File: config.mk
export PLATFORM = sky130hd
export DESIGN_NAME = stack_ctrl
export DESIGN_NICKNAME = d
export VERILOG_FILES = /design/src/rtl/stack_ctrl.sv
export SDC_FILE = /design/constraint.sdc
export NUM_CORES = 1
export LEC_CHECK = 0
export ABC_CLOCK_PERIOD_IN_PS = 2900
export BUFFER_PORTS_ARGS = -buffer_cell sky130_fd_sc_hd__buf_4
export CAP_MARGIN = 20
export CORE_MARGIN = 1.5
export CORE_UTILIZATION = 45
export DETAILED_ROUTE_END_ITERATION = 8
export PLACE_DENSITY_LB_ADDON = 0.08
export SETUP_SLACK_MARGIN = 0.4
export SYNTH_ARGS = -nofsm -noshare
export SYNTH_HDL_FRONTEND = slang
export SYNTH_SLANG_ARGS = --single-unit
File: constraint.sdc
create_clock -name CLK -period 2.9 [get_ports CLK]
set_input_delay 0.145 -clock CLK [delete_from_list [all_inputs] [get_ports CLK]]
set_output_delay 0.145 -clock CLK [all_outputs]
set_load 0.005 [all_outputs]
File: src/rtl/stack_ctrl.sv
// rtl/stack_ctrl.sv - operand stack push/pop controller, initiator on the DataMemory port
// Optional peek (read top without popping) is enabled by defining STACK_PEEK_EN.
module stack_ctrl #(
  parameter int ADDR_W = 9,
  parameter int DATA_W = 16,
  parameter int BASE   = 0,
  parameter int DEPTH  = 256
) (
  input  logic                     CLK,
  input  logic                     RST,
  input  logic                     push,
  input  logic                     pop,
  input  logic signed [DATA_W-1:0] din,
  input  logic                     clr_err,
`ifdef STACK_PEEK_EN
  input  logic                     peek,
`endif
  output logic                     ready,
  output logic signed [DATA_W-1:0] dout,
  output logic                     dout_valid,
  output logic [ADDR_W:0]          depth,
  output logic                     full,
  output logic                     empty,
  output logic                     ovf_err,
  output logic                     unf_err,
  output logic                     col_err,
  output logic                     mem_EN,
  output logic [ADDR_W-1:0]        mem_ADDR,
  output logic signed [DATA_W-1:0] mem_in,
  input  logic signed [DATA_W-1:0] mem_out
);

  typedef enum logic [1:0] {IDLE, PUSH, POP_RD, POP_CAP} state_t;

  localparam logic [ADDR_W-1:0] BASE_A  = ADDR_W'(BASE);
  localparam logic [ADDR_W-1:0] ONE_A   = ADDR_W'(1);
  localparam logic [ADDR_W:0]   ONE_S   = (ADDR_W+1)'(1);
  localparam logic [ADDR_W:0]   DEPTH_S = (ADDR_W+1)'(DEPTH);

  state_t                     state, state_n;
  logic [ADDR_W:0]            sp, sp_n;
  logic                       mem_en_n;
  logic [ADDR_W-1:0]          mem_addr_n;
  logic signed [DATA_W-1:0]   mem_in_n;
  logic signed [DATA_W-1:0]   dout_n;
  logic                       dout_valid_n;
  logic                       ovf_n, unf_n, col_n;
  logic                       peek_i;
  logic                       multi_req;
  logic [ADDR_W-1:0]          top_addr;
  logic [ADDR_W-1:0]          slot_addr;

`ifdef STACK_PEEK_EN
  assign peek_i = peek;
`else
  assign peek_i = 1'b0;
`endif

  assign ready = (state == IDLE);
  assign depth = sp;
  assign full  = (sp == DEPTH_S);
  assign empty = (sp == '0);

  // top_addr is the next free slot, slot_addr the current top entry (modulo 2^ADDR_W)
  assign top_addr  = BASE_A + sp[ADDR_W-1:0];
  assign slot_addr = top_addr - ONE_A;
  assign multi_req = (push & pop) | (peek_i & (push | pop));

  always_comb begin
    state_n      = state;
    sp_n         = sp;
    mem_en_n     = 1'b0;
    mem_addr_n   = mem_ADDR;
    mem_in_n     = mem_in;
    dout_n       = dout;
    dout_valid_n = 1'b0;
    // a new error condition in the same cycle as clr_err overrides the clear
    ovf_n        = ovf_err & ~clr_err;
    unf_n        = unf_err & ~clr_err;
    col_n        = col_err & ~clr_err;

    case (state)
      IDLE: begin
        if (multi_req) begin
          col_n = 1'b1;
        end else if (push) begin
          if (full) begin
            ovf_n = 1'b1;
          end else begin
            mem_en_n   = 1'b1;
            mem_addr_n = top_addr;
            mem_in_n   = din;
            sp_n       = sp + ONE_S;
            state_n    = PUSH;
          end
        end else if (pop || peek_i) begin
          if (empty) begin
            unf_n = 1'b1;
          end else begin
            mem_addr_n = slot_addr;
            if (pop) sp_n = sp - ONE_S;
            state_n    = POP_RD;
          end
        end
      end
      PUSH:    state_n = IDLE;
      POP_RD:  state_n = POP_CAP;
      POP_CAP: begin
        dout_n       = mem_out;
        dout_valid_n = 1'b1;
        state_n      = IDLE;
      end
      default: state_n = IDLE;
    endcase
  end

  always_ff @(posedge CLK or negedge RST) begin
    if (!RST) begin
      state      <= IDLE;
      sp         <= '0;
      mem_EN     <= 1'b0;
      mem_ADDR   <= '0;
      mem_in     <= '0;
      dout       <= '0;
      dout_valid <= 1'b0;
      ovf_err    <= 1'b0;
      unf_err    <= 1'b0;
      col_err    <= 1'b0;
    end else begin
      state      <= state_n;
      sp         <= sp_n;
      mem_EN     <= mem_en_n;
      mem_ADDR   <= mem_addr_n;
      mem_in     <= mem_in_n;
      dout       <= dout_n;
      dout_valid <= dout_valid_n;
      ovf_err    <= ovf_n;
      unf_err    <= unf_n;
      col_err    <= col_n;
    end
  end

endmodule

==> run_results.csv <==
group,metric,value,unit
outcome,status,"completed",
setup_path,crit_path_end_kind,"register",
timing,setup-violations-final,0,
route,avgRoutedWirePerCell,14.0,µm
timing,fin_hold_ws,0.0253,ns
timing,final_max_slew_viol_count,0,
timing,fin_crit,2.27,ns
min_path,hold_path_class,"in2reg",
layout,final_common_cell,"buf_4",
cts,clkSlewWorstSetupHoldPaths,0.07,ns
cts,cts_buffers,9,
cts,htree_levels,3,
placed_design,place_hpwl,4360,µm
power_and_ir_drop,internal-power,2.54,mW
min_path,hold_start,"din[5]",
power_and_ir_drop,power_density,1040,nW/µm²
timing,fin_setup_tns,0,ns
cts,clockBufferDepth,2,
global_route,antenna_found_initial,0,
timing,slew_headroom,51.7,%
global_route,grt_remaining_overflow,0,
die,die-area,6660,µm²
synthesis,synth_edf_count,0,
layout,drive_gt1_share,42.0,%
power_and_ir_drop,comb_power_share,45.6,%
synthesis,ys.flop_type,"dfrtp_1",
die,die_x,81.6,µm
setup_path,crit_type,"reg2reg",
cts,cts_tree,"yes",
global_route,grt_max_degree,59,
synthesis,async_reset_ff_share,100,%
job,maxCapViolCount,0,
setup_path,cp.required,3.11,ns
die,core_area,5960,µm²
timing,finalHoldViolCount,0,
route,routed-via-count,2136,
route,drc,0,
synthesis,yosysWarnings,0,
synthesis,syn_area,2780,µm²
layout,postLayoutCoreUtil,62.9,%
layout,n_antenna_cell,0,
route,routed_via_density,5.09,
global_route,track_usage,19.1,%
synthesis,avgSynthCellArea,11.7,µm²
synthesis,ys_seq_elements,58,
cts,clock_latency,0.33,ns
timing,skew,0.00502,ns
die,fp.dieH,81.6,µm
placed_design,place_congestion,0.789,
die,row_count,28,
power_and_ir_drop,swShare,34.8,%
global_route,first_global_vias,2043,
cts,numClockSinks,58,
synthesis,synth.net_count,285,
layout,area_delta_synth_final,34.8,%
synthesis,ys_seq_area_share,52.2,%
setup_path,critPathLaunch,"depth[0]$_DFFE_PN0P_",
setup_path,worstPathArrival,2.48,ns
route,drt_pass1_iterations,4,
timing,fmax,441,MHz
power_and_ir_drop,p_leak,1.80,nW
placed_design,io_buffers,95,
synthesis,yosys.cell_types.count,48,
layout,final_cell_mix,"buf_4 (98), dfrtp_1 (58), mux2_2 (27), nand2_1 (24), nor2_1 (12)",
timing,min_period_over_period,78.2,%
power_and_ir_drop,pwr-share-seq,38.1,%
setup_path,start_kind,"register",
route,ant_nets,0,
setup_path,path_max_fanout,16,
timing,rsz0062_at_grt,"no",
layout,final_nets,388,
route,wl,5870,µm
synthesis,netlist_instances,237,
die,start_util,46.7,%
die,io_pins,96,
power_and_ir_drop,peakVddDrop,0.556,mV
layout,n_fill_cell,505,
cts,post_cts_buffers,0,
setup_path,r2r-start,"depth[0]$_DFFE_PN0P_",
power_and_ir_drop,power_frac_clock,16.3,%
power_and_ir_drop,p_switching,1.36,mW
cts,cts_root_buf,"clkbuf_8",
route,drt_iter0_drc,79,
global_route,grt_pass1_wl,9470,µm
timing,tightestPinTransition,0.718,ns
[power groups by stage]
stage	Combinational (mW)	Sequential [mW]	Clock, mW
2_1_floorplan	0.968	1.48	0
3_3_place_gp	1.77	1.49	0
3_5_place_dp	1.80	1.50	0
4_1_cts	1.81	1.49	0.663
5_1_grt	2.00	1.54	0.694
6_report	1.78	1.48	0.637
[registers in the layout (all words and copies together) (netlist names)]
name / flops
depth: 10
col_err: 1
mem_ADDR: 9
unf_err: 1
state: 2
ovf_err: 1
dout: 16
mem_EN: 1
dout_valid: 1
mem_in: 16
[worst paths after layout]
path | endpoint | slack [ns] | cells past startpoint
worst min register to register | mem_ADDR[6]$_DFFE_PN0P_ | 0.48 | 2
worst max register to register | depth[7]$_DFFE_PN0P_ | 0.63 | 8
worst min-delay path | mem_in[5]$_DFFE_PN0P_ | 0.03 | 2
min in group asynchronous | mem_in[5]$_DFFE_PN0P_ | 0.43 | 2
worst max-delay path | depth[7]$_DFFE_PN0P_ | 0.63 | 8
max in group asynchronous | dout[1]$_DFFE_PN0P_ | 2.00 | 2
[worst max-delay path: stages, from the launching register on]
cell and delay [ns]:
dfrtp_1 0.45, inv_1 0.15, ha_1 0.16, or4b_1 0.50, o31a_1 0.29, o21ai_2 0.16
buf_4 0.23, nor2b_1 0.15, a21oi_1 0.05
[cell usage after synthesis, types with 5 or more instances]
| cell type | n | area (µm²) |
|---|---|---|
| inv_1 | 7 | 26.3 |
| mux2_1 | 5 | 56.3 |
| ha_1 | 10 | 125 |
| o21ai_1 | 11 | 55.1 |
| o21ai_0 | 5 | 25.0 |
| xor2_1 | 9 | 78.8 |
| nor2_1 | 12 | 45.0 |
| dfrtp_1 | 58 | 1450 |
| mux2_2 | 27 | 304 |
| a21oi_1 | 7 | 35.0 |
| nand2_1 | 24 | 90.1 |
| nor3_1 | 5 | 25.0 |
[layout make-up]
type,instances,area [µm²],share of cell area [%]
sequential,58,1450,38.7
multi-input combinational,165,1260,33.6
timing repair buffer,99,746,19.9
clock buffer,11,141,3.77
tap,75,93.8,2.50
clock inverter,5,30.0,0.801
inverter,7,26.3,0.701
[routing by layer]
| layer | GRT usage, % | vias to the layer above | wire length, µm |
|---|---|---|---|
| met4 | 11.4 | 0 | 121 |
| met3 | 4.11 | 12 | 400 |
| met5 | 0 | - | 0 |
| li1 | - | 1056 | - |
| met2 | 30.9 | 67 | 2800 |
| met1 | 23.5 | 1001 | 2550 |
[through the flow]
step	instance area, µm²	instances	power [mW]	setup slack [ns]
after floorplan	2780	237	2.45	0.782
after global placement	3570	403	3.26	0.690
after detailed placement	3570	403	3.30	0.640
after CTS	3750	420	3.96	0.609
after global routing	3750	420	4.24	0.439
final	3750	420	3.90	0.634
[kinds of logic (layout without fill, tap and decap cells)]
group	count (synthesis)	in the layout	share of synthesized area, %
buf+inv	14	122	2.52
flops	58	58	52.2
simple gates	65	65	12.3
mux	33	33	13.3
xor+xnor	12	12	3.78
fa+ha+maj	11	11	5.22
compound gates	44	44	10.7
[repair_timing]
item                                    CTS  global route
hold buffers                              1             0
gates resized for setup                   0             0
endpoints found under the hold margin    58             0
endpoints found under the setup margin    0             0
Note: power is estimated with default switching activity, not from simulation.
